**src/rtl/bvashr_cmp_skolem_seq_pkg.sv**
```systemverilog
// Shared types for the sequential ashr/compare Skolem witness generator.
// Holds the comparison encoding and the FSM state encoding.
package skolem_pkg;

  typedef enum logic [1:0] {
    CMP_SLE = 2'd0,
    CMP_SLT = 2'd1,
    CMP_SGE = 2'd2,
    CMP_SGT = 2'd3
  } cmp_e;

  typedef enum logic [1:0] {
    ST_IDLE,
    ST_SCAN,
    ST_RESP
  } state_e;

endpackage

```
**src/rtl/bvashr_cmp_skolem_seq_ashr_cmp.sv**
```systemverilog
// Combinational predicate p = (s >>> x) CMP t.
// The shift is arithmetic and the compare is signed over the full width.
module skolem_ashr_cmp
  import skolem_pkg::*;
#(
  parameter  int W  = 4,
  localparam int XW = $clog2(W)
) (
  input  logic [W-1:0]  s,
  input  logic [W-1:0]  t,
  input  logic [XW-1:0] x,
  input  cmp_e          cmp,
  output logic          p
);

  logic signed [W-1:0] shifted;
  logic signed [W-1:0] bound;

  assign shifted = $signed(s) >>> x;
  assign bound   = $signed(t);

  always_comb begin
    p = 1'b0;
    case (cmp)
      CMP_SLE: p = (shifted <= bound);
      CMP_SLT: p = (shifted <  bound);
      CMP_SGE: p = (shifted >= bound);
      CMP_SGT: p = (shifted >  bound);
      default: p = 1'b0;
    endcase
  end

endmodule

```
**src/rtl/bvashr_cmp_skolem_seq.sv**
```systemverilog
// Sequential Skolem witness search: smallest x in [0, W-1] with (s >>> x) CMP t.
// Optional macro SKOLEM_COUNT_EN: full scan, also reports the number of satisfying x.
module bvashr_cmp_skolem_seq
  import skolem_pkg::*;
#(
  parameter  int W  = 4,
  localparam int XW = $clog2(W)
) (
  input  logic          clk,
  input  logic          rst_n,
  input  logic          in_valid,
  output logic          in_ready,
  input  logic [W-1:0]  in_s,
  input  logic [W-1:0]  in_t,
  input  logic [1:0]    in_cmp,
  output logic          out_valid,
  input  logic          out_ready,
  output logic          out_found,
  output logic [W-1:0]  out_x
`ifdef SKOLEM_COUNT_EN
  ,
  output logic [XW:0]   out_cnt
`endif
);

  state_e        state;
  logic [W-1:0]  s_q;
  logic [W-1:0]  t_q;
  cmp_e          cmp_q;
  logic [XW-1:0] cand;
  logic          p;
  logic          last_cand;

  skolem_ashr_cmp #(.W(W)) u_pred (
    .s   (s_q),
    .t   (t_q),
    .x   (cand),
    .cmp (cmp_q),
    .p   (p)
  );

  assign last_cand = (cand == XW'(W - 1));
  assign in_ready  = rst_n && (state == ST_IDLE);

  always_ff @(posedge clk) begin
    if (!rst_n) begin
      state     <= ST_IDLE;
      s_q       <= '0;
      t_q       <= '0;
      cmp_q     <= CMP_SLE;
      cand      <= '0;
      out_valid <= 1'b0;
      out_found <= 1'b0;
      out_x     <= '0;
`ifdef SKOLEM_COUNT_EN
      out_cnt   <= '0;
`endif
    end else begin
      case (state)
        ST_IDLE: begin
          if (in_valid) begin
            s_q       <= in_s;
            t_q       <= in_t;
            cmp_q     <= cmp_e'(in_cmp);
            cand      <= '0;
            out_found <= 1'b0;
            out_x     <= '0;
`ifdef SKOLEM_COUNT_EN
            out_cnt   <= '0;
`endif
            state     <= ST_SCAN;
          end
        end

        ST_SCAN: begin
`ifdef SKOLEM_COUNT_EN
          // Every candidate is visited; only the first hit sets the witness.
          if (p) begin
            out_cnt <= out_cnt + 1'b1;
            if (!out_found) begin
              out_found <= 1'b1;
              out_x     <= W'(cand);
            end
          end
          if (last_cand) begin
            out_valid <= 1'b1;
            state     <= ST_RESP;
          end else begin
            cand <= cand + 1'b1;
          end
`else
          if (p) begin
            out_found <= 1'b1;
            out_x     <= W'(cand);
            out_valid <= 1'b1;
            state     <= ST_RESP;
          end else if (last_cand) begin
            out_found <= 1'b0;
            out_x     <= '0;
            out_valid <= 1'b1;
            state     <= ST_RESP;
          end else begin
            cand <= cand + 1'b1;
          end
`endif
        end

        ST_RESP: begin
          if (out_ready) begin
            out_valid <= 1'b0;
            state     <= ST_IDLE;
          end
        end

        default: state <= ST_IDLE;
      endcase
    end
  end

endmodule

```
**config.mk**
```make
export PLATFORM = sky130hd
export DESIGN_NAME = bvashr_cmp_skolem_seq
export DESIGN_NICKNAME = d
export VERILOG_FILES = /design/src/rtl/bvashr_cmp_skolem_seq_pkg.sv /design/src/rtl/bvashr_cmp_skolem_seq_ashr_cmp.sv /design/src/rtl/bvashr_cmp_skolem_seq.sv
export SDC_FILE = /design/constraint.sdc
export NUM_CORES = 1
export LEC_CHECK = 0
export ABC_AREA = 1
export BUFFER_PORTS_ARGS = -buffer_cell sky130_fd_sc_hd__buf_2
export CAP_MARGIN = 20
export CORE_MARGIN = 1.5
export CORE_UTILIZATION = 52
export CTS_CLUSTER_DIAMETER = 60
export CTS_CLUSTER_SIZE = 24
export DETAILED_ROUTE_END_ITERATION = 6
export GPL_TIMING_DRIVEN = 0
export PLACE_DENSITY = 0.77
export REMOVE_ABC_BUFFERS = 1
export SYNTH_ARGS = -nofsm -noshare
export SYNTH_HDL_FRONTEND = slang
export SYNTH_SLANG_ARGS = --single-unit
```
**constraint.sdc**
```tcl
create_clock -name clk -period 1.9 [get_ports clk]
set_input_delay 0.095 -clock clk [delete_from_list [all_inputs] [get_ports clk]]
set_output_delay 0.095 -clock clk [all_outputs]
set_load 0.02 [all_outputs]
```
==> impl_metrics.json <==
{
  "grt_pass1_wl_um": 3260,
  "grt_max_degree": 22,
  "utilization_pct": 68.4,
  "netlist-cell-type-count": 23,
  "coreArea_mm2": 0.00173,
  "drive_above_1_share_pct": 40.5,
  "fin_tns_setup_ns": -0.227,
  "clk_pin_slew_ns": 0.11,
  "syn2layout_area_growth_pct": 24.4,
  "path_class": "reg -> reg",
  "via_per_inst": 5.12,
  "cp_data_arrival_time_ns": 2.15,
  "cts_tree": "built",
  "num_rows": 15,
  "grt_overflow": 0,
  "synthTopCellsByArea": "dfxtp_1, a21oi_1, nand2_1, ha_1, inv_1",
  "synth_area_per_cell_um2": 7.48,
  "setup_viol": 5,
  "cts_buffer_depth": 2,
  "worst_pin_slew_ns": 0.719,
  "final_antenna_net_count": 0,
  "final_cells": 173,
  "ys_warn_count": 0,
  "first_pass_iters": 4,
  "status": "finished with violations",
  "rsz0062_at_grt": "yes",
  "maxSlewHeadroom_pct": 52.0,
  "min_path_type": "in -> reg",
  "p_leak_nw": 0.526,
  "synthFlopType": "dfxtp_1",
  "cts.sink_count": 18,
  "drt-total-wl_um": 2190,
  "power_density_mw_per_mm2": 1380,
  "yosysSeqAreaShare_pct": 37.9,
  "intPower_uw": 913,
  "hold_viol_final": 0,
  "fmax_mhz": 510,
  "diodes": 0,
  "synth_cells": 127,
  "dp_worst_setup_slack_ns": -0.157,
  "startpoint_type": "register",
  "end_kind": "register",
  "drv_cap": 0,
  "cts_buffers": 3,
  "placed_cell_area_mm2": 0.00104,
  "antenna_found_initial": 0,
  "holdWs_ns": 0.0282,
  "via_count": 886,
  "ys_async_sr_fraction_pct": 0,
  "fp.dieH_um": 45.7,
  "cts_root_buf": "clkbuf_4",
  "fp.dieW_um": 45.7,
  "drt-initial-drc-count": 26,
  "insertion_delay_ns": 0.30,
  "timing.final.crit_share_pct": 103,
  "syn_area_um2": 950,
  "dpl.cell_count": 166,
  "gp_congestion": 0.839,
  "synth_edf_count": 0,
  "clkPwrFrac_pct": 14.6,
  "synth-seq-cells": 18,
  "crit_required_ns": 2.09,
  "fin_nets": 168,
  "synth_top_area_share_pct": 37.9,
  "dieArea_mm2": 0.00209,
  "finClkSkew_ns": 0.00796,
  "setup_ws_ns": -0.0602,
  "fin_crit_ns": 1.96,
  "ios": 21,
  "swShare_pct": 43.9,
  "power_frac_seq_pct": 32.1,
  "p_switching_uw": 715,
  "drc": 0,
  "power_mw": 1.63,
  "yosysTopAreaCell": "dfxtp_1",
  "ir_worst_vdd_mv": 0.674,
  "portBuffers": 18,
  "routedWlPerCell_um": 12.7,
  "p_comb_share_pct": 53.3,
  "grt_pass1_vias": 769,
  "drv_slew": 0,
  "ctsHtreeMaxLevel": 1,
  "crit_fanout": 5,
  "start_util_pct": 55.0,
  "n_fill_cell": 155,
  "postLayoutCellArea_mm2": 0.00118,
  "track_usage_pct": 22.0,
  "dp_hpwl_um": 1420,
  "violations": "negative setup slack"
}
## cells by family (layout without fill, tap and decap cells)
logic type | after synthesis | in the layout | share of synthesized area, %
fa+ha+maj | 5 | 5 | 6.59
other cells | 1 | 2 | 0.395
buf+inv | 23 | 43 | 11.7
compound gates | 30 | 30 | 16.2
simple gates | 50 | 50 | 27.1
flops | 18 | 18 | 37.9
## Yosys cell counts, types with 2 or more instances
cell,instances
inv_1,16
nor2_1,13
buf_4,2
o21ai_0,5
a21oi_1,14
dfxtp_1,18
nand3_2,2
nand2_2,2
nand2_1,17
o21ai_1,10
ha_1,5
nand3_1,6
nor2_2,5
buf_2,3
## layer usage
metal  share of wire, %  vias up  GRT usage (%)
li1                   -      450              -
met1                 44      415           26.0
met2                 52       17           37.5
met3                3.1        4           4.76
met4                1.3        0           10.3
met5                  0        -              0
## state kept, by name, summed over array words and instances, names as in the netlist
| register | count |
|---|---|
| state | 2 |
| t_q | 4 |
| out_x | 2 |
| out_valid | 1 |
| s_q | 4 |
| out_found | 1 |
| cand | 2 |
| cmp_q | 2 |
## critical path, cell delays in order (launching register included)
cell and delay, ns:
dfxtp_4 0.41, inv_4 0.05, o21ai_1 0.14, o21ai_1 0.09, ha_1 0.32, nand3_1 0.10, nand3_2 0.10, nand2_2 0.07
nand2_2 0.10, nand4_4 0.13, nor2_4 0.14, nor2_2 0.05, nor2_1 0.11, nor2_1 0.05
## what timing repair did
action | in CTS | in global routing
endpoints found under the hold margin | 0 | 0
pin swaps | 2 | 14
endpoints found under the setup margin | 8 | 8
setup buffers | 2 | 1
gates resized for setup | 11 | 22
hold buffers | 0 | 0
## cell type report
type	instances	area [µm²]	area share, %
multi-input combinational	87	548	46.4
timing repair buffer	21	113	9.53
inverter	18	83.8	7.10
clock buffer	4	36.3	3.07
tap	25	31.3	2.65
sequential	18	369	31.3
## worst paths after layout
check / startpoint / to / slack [ns] / depth (start not counted)
worst min-delay path: in_s[2] / s_q[2] / 0.03 / 3
worst max-delay path: cand[0] / cand[0] / -0.06 / 13
worst max register to register: cand[0] / cand[0] / -0.06 / 13
worst min register to register: t_q[3] / t_q[3] / 0.47 / 2
## power by group through the flow
stage,clock network (mW),logic [mW],registers (mW)
after floorplan,0,0.539,0.518
after global placement,0,0.652,0.509
after detailed placement,0,0.682,0.515
after CTS,0.238,0.737,0.510
after global routing,0.255,0.951,0.529
final,0.238,0.868,0.523
## layout by cell type (no fill, tap or decap), types with 2 or more instances in the layout
master,Yosys,final
nand2_2,2,6
nand2_1,17,12
nor2_4,1,3
nor2_1,13,12
conb_1,1,2
nand3_2,2,4
a21oi_1,14,8
dfxtp_4,0,2
o21ai_1,10,14
dfxtp_1,18,15
a21oi_2,0,6
nor2_2,5,4
ha_1,5,5
nand3_1,6,4
inv_1,16,12
buf_2,3,18
inv_2,1,4
clkbuf_4,0,3
buf_4,2,3
No activity file was read; power rests on OpenSTA's default activity.
